**config.mk**
```make
export PLATFORM = sky130hd
export DESIGN_NAME = shift_rows_dec_serial_flat
export DESIGN_NICKNAME = d
export VERILOG_FILES = /design/src/rtl/shift_rows_dec_serial_if.sv /design/src/rtl/shift_rows_dec_serial.sv /design/src/flat_wrapper.sv
export SDC_FILE = /design/constraint.sdc
export NUM_CORES = 1
export LEC_CHECK = 0
export BUFFER_PORTS_ARGS = -buffer_cell sky130_fd_sc_hd__buf_2
export CAP_MARGIN = 20
export CELL_PAD_IN_SITES_DETAIL_PLACEMENT = 1
export CELL_PAD_IN_SITES_GLOBAL_PLACEMENT = 1
export CORE_UTILIZATION = 50
export DETAILED_ROUTE_END_ITERATION = 6
export PLACE_DENSITY_LB_ADDON = 0.1
export REMOVE_ABC_BUFFERS = 1
export SETUP_SLACK_MARGIN = 0.02
export SKIP_LAST_GASP = 1
export SLEW_MARGIN = 20
export SYNTH_ARGS = -nofsm -noshare
export SYNTH_HDL_FRONTEND = slang
export SYNTH_SLANG_ARGS = --single-unit
```
**constraint.sdc**
```tcl
create_clock -name i_Clk -period 16.85 [get_ports i_Clk]
set_input_delay 3.37 -clock i_Clk [delete_from_list [all_inputs] [get_ports i_Clk]]
set_output_delay 3.37 -clock i_Clk [all_outputs]
set_load 0.005 [all_outputs]
```
**src/rtl/shift_rows_dec_serial_if.sv**
```systemverilog
// Column-serial handshake bundle for shift_rows_dec_serial: input column stream and output column stream.
// i_Mode exists only when SHIFT_ROWS_DUAL_MODE_EN is defined.
interface shift_rows_dec_serial_if;
    logic [31:0] i_Din;
    logic        i_Valid;
    logic        o_Ready;
    logic [31:0] o_Dout;
    logic        o_Valid;
    logic        i_Ready;
`ifdef SHIFT_ROWS_DUAL_MODE_EN
    logic        i_Mode;

    modport master (output i_Din, i_Valid, i_Ready, i_Mode, input o_Ready, o_Dout, o_Valid);
    modport slave  (input i_Din, i_Valid, i_Ready, i_Mode, output o_Ready, o_Dout, o_Valid);
`else
    modport master (output i_Din, i_Valid, i_Ready, input o_Ready, o_Dout, o_Valid);
    modport slave  (input i_Din, i_Valid, i_Ready, output o_Ready, o_Dout, o_Valid);
`endif
endinterface

```
**src/rtl/shift_rows_dec_serial.sv**
```systemverilog
// Column-serial AES InvShiftRows with two ping-pong block buffers, one column per cycle each way.
// SHIFT_ROWS_DUAL_MODE_EN adds a per-block i_Mode selecting the forward ShiftRows instead.
module shift_rows_dec_serial (
    input  logic                   i_Clk,
    input  logic                   i_Rst,
    shift_rows_dec_serial_if.slave bus
);
    localparam int unsigned COL_W    = 32;
    localparam int unsigned BYTE_W   = 8;
    localparam int unsigned NUM_COLS = 4;
    localparam int unsigned NUM_ROWS = 4;
    localparam int unsigned CNT_W    = 2;

    logic [COL_W-1:0] bank_q [2][NUM_COLS];
    logic [1:0]       full_q, full_d;
    logic             wr_bank_q, wr_bank_d;
    logic             rd_bank_q, rd_bank_d;
    logic [CNT_W-1:0] wr_cnt_q, wr_cnt_d;
    logic [CNT_W-1:0] rd_cnt_q, rd_cnt_d;
    logic             wr_fire_c, rd_fire_c;
    logic [CNT_W-1:0] src_c;
    logic [COL_W-1:0] dout_c;
`ifdef SHIFT_ROWS_DUAL_MODE_EN
    logic [1:0]       mode_q, mode_d;
`endif

    assign wr_fire_c   = bus.i_Valid && !full_q[wr_bank_q];
    assign rd_fire_c   = full_q[rd_bank_q] && bus.i_Ready;
    assign bus.o_Ready = !full_q[wr_bank_q];
    assign bus.o_Valid = full_q[rd_bank_q];
    assign bus.o_Dout  = dout_c;

    // Bank pointers, column counters and full flags; a bank's flag is only set while empty and only cleared while full.
    always_comb begin
        full_d    = full_q;
        wr_bank_d = wr_bank_q;
        rd_bank_d = rd_bank_q;
        wr_cnt_d  = wr_cnt_q;
        rd_cnt_d  = rd_cnt_q;
`ifdef SHIFT_ROWS_DUAL_MODE_EN
        mode_d    = mode_q;
        if (wr_fire_c && (wr_cnt_q == '0)) begin
            mode_d[wr_bank_q] = bus.i_Mode;
        end
`endif
        if (wr_fire_c) begin
            wr_cnt_d = wr_cnt_q + CNT_W'(1);
            if (wr_cnt_q == CNT_W'(NUM_COLS - 1)) begin
                full_d[wr_bank_q] = 1'b1;
                wr_bank_d         = ~wr_bank_q;
            end
        end
        if (rd_fire_c) begin
            rd_cnt_d = rd_cnt_q + CNT_W'(1);
            if (rd_cnt_q == CNT_W'(NUM_COLS - 1)) begin
                full_d[rd_bank_q] = 1'b0;
                rd_bank_d         = ~rd_bank_q;
            end
        end
    end

    always_ff @(posedge i_Clk or posedge i_Rst) begin
        if (i_Rst) begin
            full_q    <= '0;
            wr_bank_q <= 1'b0;
            rd_bank_q <= 1'b0;
            wr_cnt_q  <= '0;
            rd_cnt_q  <= '0;
`ifdef SHIFT_ROWS_DUAL_MODE_EN
            mode_q    <= '0;
`endif
        end else begin
            full_q    <= full_d;
            wr_bank_q <= wr_bank_d;
            rd_bank_q <= rd_bank_d;
            wr_cnt_q  <= wr_cnt_d;
            rd_cnt_q  <= rd_cnt_d;
`ifdef SHIFT_ROWS_DUAL_MODE_EN
            mode_q    <= mode_d;
`endif
        end
    end

    // Block storage; cleared on reset so the idle output column reads as zero.
    always_ff @(posedge i_Clk or posedge i_Rst) begin
        if (i_Rst) begin
            for (int b = 0; b < 2; b++) begin
                for (int c = 0; c < NUM_COLS; c++) begin
                    bank_q[b][c] <= '0;
                end
            end
        end else if (wr_fire_c) begin
            bank_q[wr_bank_q][wr_cnt_q] <= bus.i_Din;
        end
    end

    // Row r of output column c takes row r of input column c-r (inverse) or c+r (forward), mod 4.
    always_comb begin
        dout_c = '0;
        src_c  = '0;
        for (int r = 0; r < NUM_ROWS; r++) begin
`ifdef SHIFT_ROWS_DUAL_MODE_EN
            src_c = mode_q[rd_bank_q] ? (rd_cnt_q + CNT_W'(r)) : (rd_cnt_q - CNT_W'(r));
`else
            src_c = rd_cnt_q - CNT_W'(r);
`endif
            dout_c[COL_W-1-BYTE_W*r -: BYTE_W] = bank_q[rd_bank_q][src_c][COL_W-1-BYTE_W*r -: BYTE_W];
        end
    end
endmodule

```
**src/flat_wrapper.sv**
```systemverilog
// flat-port wrapper written by rule: the top's interface ports become plain ports
module shift_rows_dec_serial_flat 
  (i_Clk, i_Rst, bus_i_Din, bus_i_Valid, bus_i_Ready, bus_o_Ready, bus_o_Dout, bus_o_Valid);
  shift_rows_dec_serial_if bus_i ();
  input  logic i_Clk;
  input  logic i_Rst;
  input wire logic [$bits(bus_i.i_Din)-1:0] bus_i_Din;
  input wire logic [$bits(bus_i.i_Valid)-1:0] bus_i_Valid;
  input wire logic [$bits(bus_i.i_Ready)-1:0] bus_i_Ready;
  output wire logic [$bits(bus_i.o_Ready)-1:0] bus_o_Ready;
  output wire logic [$bits(bus_i.o_Dout)-1:0] bus_o_Dout;
  output wire logic [$bits(bus_i.o_Valid)-1:0] bus_o_Valid;
  assign bus_i.i_Din = bus_i_Din;
  assign bus_i.i_Valid = bus_i_Valid;
  assign bus_i.i_Ready = bus_i_Ready;
  assign bus_o_Ready = bus_i.o_Ready;
  assign bus_o_Dout = bus_i.o_Dout;
  assign bus_o_Valid = bus_i.o_Valid;
  shift_rows_dec_serial u_core (.i_Clk(i_Clk), .i_Rst(i_Rst), .bus(bus_i));
endmodule
```
==> impl.org, run 1 <==
** Place
- After detailed placement, the total cell area comes to 12,580 sq um.
- Number of placed instances, taps included :: approximately 1,100
- Detailed placement ended at an HPWL of 14.74 mm.
- Input/output buffers :: 69
- Weighted congestion at the end of routability-driven global placement :: approximately 0.74

** Clocking
- Clock-pin slew was measured on the worst setup and hold paths at 0.06 ns.
- CTS H-tree depth :: 1
- Clock latency on the worst-skew pair, taken at its later pin, is about 0.56 ns.
- Counting along the longest clock path gives a buffer depth of 3.
- Counting every sink on the clock net gives 264.
- The tree is rooted in a sky130_fd_sc_hd__clkbuf_16.
- For this design, the CTS-stage hold fixing added 0 buffers.
- Once the clock tree was built, the resizer swapped 0 gates to a different size.
- CTS Buf Count :: 29
- Buffers added to address setup during post-CTS repair amount to 0.
- TritonCTS built the clock tree.

** Power
- LEAKAGE :: 5.964 nW
- Sequential share of power :: 0.393
- Power per standard cell area :: 211.5 nW/um^2
- Logic pwr share :: 0.392
- Net switching power figure :: about 0.87 mW
- Overall power :: 2.859 mW
- Of the total power, the clock network draws 0.215.
- Across the VDD grid, the largest voltage drop is between 100 and 150 uV.
- Of the total power, the share spent switching nets is 0.3033.
- Cell internal pwr :: 1.992 mW

** STA
- Setup repair after global routing left no endpoint under its margin.
- Worst rel slew slack :: 0.3704
- Adding up every negative setup slack in the final design gives 0 ns.
- Measured slew at the worst slew-check pin :: 0.9443 ns
- Final critical path time including I/O delays and setup :: around 6.5 ns
- Final number of max-transition violations :: 0
- Final hold vios :: 0
- Setup Skew :: 0.01625 ns
- F_max :: 154.3 MHz
- Endpoints failing setup :: 0
- Of the available clock period, the critical path in the final layout requires 0.3846.

** Cells and area
- In the final layout, the share of cells above drive strength 1 is 0.5738.
- Layout Cells excl Fill :: around 1,100
- The area growth from synthesis to layout is 11.96%.
- Total of fill cells in the finished design :: ~2,200
- 0 antenna diodes ended up in the layout.
- Commonest non-fill, non-tap cell in the layout :: sky130_fd_sc_hd__mux2_2
- Most frequent cells in the layout :: sky130_fd_sc_hd__mux2_2, sky130_fd_sc_hd__dfrtp_1, sky130_fd_sc_hd__buf_2
- The finished cells cover 13,520 sq um.
- Total Nets Final :: about 810

** Setup path
- Type of the worst setup path :: flip-flop to primary output
- In this run the worst path has a maximum fanout of 50.
- Sort of element at the end of the critical path :: primary output
- The number of cells on the worst reg-to-reg path is 6.
- Kind of start point of the critical path :: flip-flop
- STA puts the critical path data required time at approximately 13 ns.
- CP Data Arrival Time :: 3.11 ns

** GRT
- Via count of the first global-routing pass :: approximately 7,300
- Entering global routing, the biggest net connects ~120 pins.
- GRT Residual Overflow :: 0
- GRT Total Usage :: 0.2287
- Number of antenna violations at the first check in global routing :: 2
- The first global-routing pass estimated roughly 43 mm of wire.

** Synthesis
- For this run, the leading register cell type out of synthesis is sky130_fd_sc_hd__dfrtp_1.
- Post-synth EDFFs :: 0
- The synthesized design contains approximately 260 register bits.
- Of all flip-flops after synthesis, the portion carrying an async set or reset was 1.000.
- The mapped netlist covers about 12,000 sq um.
- Seq/Total Area, Yosys :: 0.5470
- Synthesis handed over a netlist of 702 instances.
- Each instance of the synthesized netlist takes up on average around 17 sq um.
- The Yosys step of the flow raised 0 warnings.
- Synthesis instantiated 23 different standard cells from the library.

** Status
- The flow ran to the end, and the final reports show no timing, DRC or antenna violations.

** Floorplanning
- In this run the standard cell core region covers about 24,000 sq um.
- For this configuration, the core starts out at a cell density of 0.5114.
- The floorplan step set the die width to about 160 microns.
- Standard-cell row count :: 56
- Vertical extent of the die :: approximately 160 microns
- Die area :: 24,780 sq um
- In this run the count of I/O pins placed on the die edge is 70.

** Run
- Number of violations of the max-capacitance limit :: 0

** Drt
- In the routed design, unresolved DRC markers number 0.
- In the final routed layout, each cell accounts on average for between 20 and 25 microns.
- Vias :: 6,450
- Routed vias/inst :: around 5.8
- The detail route stage leaves a number of antenna-violating nets equal to 0.
- The routed design has about 27 mm of wire.
- Router iterations before antenna repair :: 6
- Number of violations reported at the end of detailed-routing iteration 0 :: 257

** Hold path
- Worst hold stages :: 1
- The worst hold path belongs to the class flip-flop to flip-flop.
[cell families (layout without fill, tap and decap cells)]
logic type | Yosys count | in the layout | synth area share
adders and majority gates | 5 | 5 | 0.005180
DFF | 264 | 264 | 0.5470
muxes | 356 | 356 | 0.3996
buffers and inverters | 50 | 134 | 0.02994
AOI/OAI and AO/OA | 4 | 4 | 0.002073
xor gates and xnor gates | 2 | 2 | 0.001451
and+or+nand+nor | 21 | 21 | 0.01471
[path summary, 6_finish.rpt]
| kind | startpoint | endpoint | slack, ns |
|---|---|---|---|
| max | u_core.rd_bank_q$_DFFE_PP0P_ | bus_o_Dout[8] | 10.37 |
| min | u_core.bank_q[241]$_DFFE_PP0P_ | u_core.bank_q[241]$_DFFE_PP0P_ | 0.49 |
| max reg2reg | u_core.wr_cnt_q[0]$_DFFE_PP0P_ | u_core.bank_q[247]$_DFFE_PP0P_ | 14.36 |
| min reg2reg | u_core.bank_q[241]$_DFFE_PP0P_ | u_core.bank_q[241]$_DFFE_PP0P_ | 0.49 |
| max in group asynchronous | i_Rst | u_core.bank_q[25]$_DFFE_PP0P_ | 12.33 |
| min in group asynchronous | i_Rst | u_core.bank_q[49]$_DFFE_PP0P_ | 2.96 |
[metrics by stage]
step	hold WS (ns)	utilization	setup WS, ns
CTS	0.4890	0.5726	10.31
finish	0.4872	0.5726	10.37
floorplan	0.4488	-	6.211
global route	0.5119	0.5726	10.21
detailed placement	0.4771	0.5327	10.91
global placement	0.4595	0.5327	10.93
[power by group through the flow]
stage	clock, mW	combinational (mW)	sequential (mW)
CTS	0.630	1.14	1.12
global route	0.655	1.22	1.16
finish	0.616	1.12	1.12
detailed placement	0	1.13	1.13
global placement	0	1.09	1.10
floorplan	0	0.804	1.10
[sequential cells by signal, summed over array words and instances (netlist names)]
| name | flops |
|---|---|
| u_core.rd_bank_q | 1 |
| u_core.wr_bank_q | 1 |
| u_core.bank_q | 256 |
| u_core.rd_cnt_q | 2 |
| u_core.wr_cnt_q | 2 |
| u_core.full_q | 2 |
[synth_stat cells (4+ instances only)]
cell | n | area share
sky130_fd_sc_hd__dfrtp_1 | 264 | 0.55
sky130_fd_sc_hd__ha_1 | 5 | 0.0052
sky130_fd_sc_hd__mux4_1 | 26 | 0.057
sky130_fd_sc_hd__buf_6 | 12 | 0.011
sky130_fd_sc_hd__mux2_1 | 15 | 0.014
sky130_fd_sc_hd__nand3_4 | 4 | 0.0058
sky130_fd_sc_hd__nand2_1 | 9 | 0.0028
sky130_fd_sc_hd__mux4_2 | 38 | 0.071
sky130_fd_sc_hd__buf_2 | 13 | 0.0054
sky130_fd_sc_hd__buf_4 | 18 | 0.011
sky130_fd_sc_hd__clkbuf_1 | 4 | 0.0012
sky130_fd_sc_hd__mux2_2 | 276 | 0.26
[critical path, cell delays in order (launching register included)]
cell and delay [ns]:
sky130_fd_sc_hd__dfrtp_4 0.66, sky130_fd_sc_hd__buf_4 0.77, sky130_fd_sc_hd__mux4_1 0.63, sky130_fd_sc_hd__mux2_2 0.31, sky130_fd_sc_hd__buf_2 0.14
[per-layer routing]
metal | up-vias | wire [microns] | global-route usage
met5 | - | 0 | 0
met4 | 0 | 400 | 0.04207
met3 | 30 | 843 | 0.03469
met2 | 86 | 13540 | 0.3906
met1 | 3560 | 11820 | 0.3128
li1 | 2774 | - | -
[final cells by class]
type / instances / area, sq um / share of cell area
inverter: 3 / 18.77 / 0.001388
clock buffer: 46 / 889.6 / 0.06580
clock inverter: 6 / 51.30 / 0.003794
multi-input combinational: 388 / 5130 / 0.3794
tap: 319 / 399.1 / 0.02952
timing repair buffer: 79 / 420.4 / 0.03109
sequential: 264 / 6611 / 0.4890
(Power assumes the default switching activity.)
==> inputs of run 2 (changes only) <==
==> constraint.sdc (replaced) <==
create_clock -name i_Clk -period 6.1 [get_ports i_Clk]
set_input_delay 1.22 -clock i_Clk [delete_from_list [all_inputs] [get_ports i_Clk]]
set_output_delay 1.22 -clock i_Clk [all_outputs]
set_load 0.005 [all_outputs]
==> impl.org, run 2 (synthesized netlist as in run 1, its figures left out) <==
** Clocking
- Number of instances resized during post-cts repair :: 0 (unchanged)
- TritonCTS clock tree :: done (unchanged)
- The number of sinks handled by clock tree synthesis is 264 (unchanged).
- Clock slew at reported path FFs :: 0.06 ns (about the same)
- The post-CTS setup repair buffer count was 0 (unchanged).
- CTS Buf Count :: 29 (unchanged)
- Buffer depth of the longest clock path :: 3 (unchanged)
- The insertion delay to the later sink of the worst-skew pair is 0.54 ns (was 0.56 ns).
- Root buffer selected by CTS :: sky130_fd_sc_hd__clkbuf_16 (unchanged)
- CTS H-tree depth :: 1 (unchanged)
- Total of hold buffers inserted after clock tree synthesis :: 0 (unchanged)

** STA
- The slew at the pin closest to its max-slew limit is 1.016 ns (was 0.9443 ns).
- The max-slew headroom at the worst pin came to 0.3228 (was 0.3704).
- Final number of max-transition violations :: 0 (unchanged)
- RSZ-0062 raised after global routing :: false (unchanged)
- Final critical path time including I/O delays and setup :: 4.332 ns
- F_max :: roughly 230 MHz
- Endpoints failing setup :: 0 (unchanged)
- The final worst clock skew was 0.01213 ns (was 0.01625 ns).
- Final hold vios :: 0 (unchanged)
- Share of the clock period used by the worst path after layout :: 0.7102
- Setup total negative slack :: 0 ns (unchanged)

** Run
- The max-capacitance violation count was 0 (unchanged).

** Drt
- Post-detailed-routing wire length :: 26.33 mm (was 26.60 mm)
- The via-per-instance ratio is 5.770 (was 5.837).
- Post-route ant nets :: 0 (unchanged)
- Router iterations before antenna repair :: 6 (unchanged)
- The routed via count is 6,376 (was 6,450).
- Count of unresolved DRC violations after routing :: 0 (unchanged)
- Number of violations reported at the end of detailed-routing iteration 0 :: 251 (was 257)
- Drt wl/cell :: 23.83 microns (was 24.07 microns)

** Place
- Input/output buffers :: 69 (unchanged)
- Placed wire-length estimate after detailed placement :: 14.85 mm (was 14.74 mm)
- The final RePlAce weighted congestion came to 0.7445 (was 0.7391).
- The number of placed cells counting well taps came to 1,051 (was 1,053).

** GRT
- The final global-route overflow total is 0 (unchanged).
- GRT Total Usage :: 0.2282 (was 0.2287)
- Global-route wire length before repair :: 42.74 mm (was 42.77 mm)
- The pin count of the biggest net entering global routing was 137 (was 117).
- Via count of the first global-routing pass :: 7,289 (was 7,303)
- Number of antenna violations at the first check in global routing :: 1 (was 2)

** Floorplanning
- Initial Utilization :: 0.5114 (unchanged)
- Die area :: 24,780 sq um (unchanged)
- Chip width :: 157.4 microns (unchanged)
- Standard-cell row count :: 56 (unchanged)
- The floorplan core area is 23,610 sq um (unchanged).
- The number of top-level pins is 70 (unchanged).
- Vertical extent of the die :: 157.4 microns (unchanged)

** Setup path
- The launch point of the worst reg-to-reg path is u_core.wr_cnt_q[0]$_DFFE_PP0P_ (unchanged).
- Number of cell instances on the worst register-to-register path :: 6 (unchanged)
- CP Data Arrival Time :: 3.11 ns (about the same)
- Register-to-Register Setup Slack :: 3.69 ns (was 14.36 ns)
- Type of the worst setup path :: flip-flop to primary output (unchanged)
- The endpoint class of the critical path is a primary output (unchanged).
- The type of element launching the critical path is a flip-flop (unchanged).
- The worst-path maximum fanout was 56 (was 50).
- Worst path required time :: 4.88 ns (was 13.48 ns)
- The endpoint of the lowest-slack register-to-register path is u_core.bank_q[165]$_DFFE_PP0P_ (was u_core.bank_q[247]$_DFFE_PP0P_).

** Cells and area
- The number of inserted filler cells in the final layout came to 2,145 (was 2,174).
- Total Nets Final :: 804 (was 806)
- The post-route non-filler standard cell count was 1,105 (unchanged).
- The number of flip-flops in the largest register was 256 (unchanged).
- Area delta synth->final :: 13.19% (was 11.96%)
- The area used by sequential logic in the layout is 6611 sq um (unchanged).
- Number of antenna repair diodes :: 0 (unchanged)
- Most frequent cells in the layout: sky130_fd_sc_hd__mux2_2, sky130_fd_sc_hd__dfrtp_1, sky130_fd_sc_hd__buf_2 (unchanged).
- Commonest non-fill, non-tap cell in the layout :: sky130_fd_sc_hd__mux2_2 (unchanged)
- The register with the most flip-flops was u_core.bank_q (unchanged).
- The share of post-route cells with drive strength above 1 came to 0.5814 (was 0.5738).
- The area used by multi-input combinational logic was 5130 sq um (unchanged).

** Power
- The net load switching power was 2.398 mW (was 0.8671 mW).
- The proportion of power drawn by flip-flops and latches was 0.388 (was 0.393).
- The internal power contribution came to 5.754 mW (was 1.992 mW).
- The combinational power share is 0.371 (was 0.392).
- Clock power share :: 0.241 (was 0.215)
- The highest ir drop seen on vdd was 352.9 uV (was 119.3 uV).
- The switching power as a share of total power was 0.2942 (was 0.3033).
- Power per standard cell area :: 596.4 nW/um^2 (was 211.5 nW/um^2)
- LEAKAGE :: 6.033 nW (was 5.964 nW)

** Hold path
- Worst Hold End :: u_core.bank_q[237]$_DFFE_PP0P_ (was u_core.bank_q[241]$_DFFE_PP0P_)
- Hold crit path type :: flip-flop to flip-flop (unchanged)
- Worst Min Path Start :: u_core.bank_q[237]$_DFFE_PP0P_ (was u_core.bank_q[241]$_DFFE_PP0P_)
- Worst hold stages :: 1 (unchanged)

** Status
- Run status: completed (unchanged).
-- run 2: cell types whose count changed in the layout (fill, tap and decap cells not counted), sizes merged --
cell | previous run | this run
buf | 79 | 77
clkinvlp | 1 | 2
clkbuf | 46 | 33
bufinv | 0 | 8
clkinv | 3 | 9
-- run 2: worst max-delay path by stage --
stage | start | to | slack, ns | cells after the start
after CTS | u_core.rd_bank_q$_DFFE_PP0P_ | bus_o_Dout[21] | 1.71 | 4
after floorplan | i_Rst | u_core.bank_q[0]$_DFFE_PP0P_ | -2.39 | 1
after detailed placement | u_core.rd_bank_q$_DFFE_PP0P_ | bus_o_Dout[21] | 2.29 | 4
final | u_core.rd_bank_q$_DFFE_PP0P_ | bus_o_Dout[21] | 1.77 | 4
after global placement | u_core.rd_bank_q$_DFFE_PP0P_ | bus_o_Dout[30] | 2.36 | 4
after global routing | u_core.rd_bank_q$_DFFE_PP0P_ | bus_o_Dout[21] | 1.61 | 4
-- run 2: power groups by stage --
stage	clock network [mW]	registers [mW]	logic, mW
6_report	1.96	3.16	3.03
5_1_grt	2.08	3.29	3.29
4_1_cts	2.01	3.17	3.10
3_5_place_dp	0	3.19	3.06
3_3_place_gp	0	3.08	2.95
2_1_floorplan	0	3.03	2.22
-- run 2: layout make-up --
| class | instances | share of cell area |
|---|---|---|
| Inverter | 3 | 0.001373 |
| Clock inverter | 21 | 0.02352 |
| Multi-Input combinational cell | 388 | 0.3753 |
| Clock buffer | 33 | 0.05638 |
| Tap cell | 319 | 0.02920 |
| Timing Repair Buffer | 77 | 0.03057 |
| Sequential cell | 264 | 0.4837 |
-- run 2: metal layers --
layer / wire length [microns] / part of all wire / vias to the layer above / global-route usage
met4: 413 / 0.016 / 0 / 0.04346
met3: 816 / 0.031 / 31 / 0.03387
met5: 0 / 0 / - / 0
li1: - / - / 2770 / -
met1: 11680 / 0.44 / 3482 / 0.3113
met2: 13420 / 0.51 / 93 / 0.3906
-- run 2: worst max-delay path: stages (launching register included) --
cell and delay [ns]:
sky130_fd_sc_hd__dfrtp_4 1.07, sky130_fd_sc_hd__buf_4 0.41, sky130_fd_sc_hd__mux4_1 0.60, sky130_fd_sc_hd__mux2_2 0.29, sky130_fd_sc_hd__buf_2 0.14
-- run 2: stage by stage --
stage	hold WS (ns)	instance area, sq um	setup slack, ns	utilization	total power [mW]
after floorplan	0.4488	11730	-2.389	-	5.251
after global placement	0.4601	12580	2.355	0.5326	6.030
after detailed placement	0.4745	12580	2.289	0.5326	6.257
after CTS	0.4892	13670	1.705	0.5789	8.281
after global routing	0.5101	13670	1.612	0.5789	8.654
final	0.4860	13670	1.768	0.5789	8.153
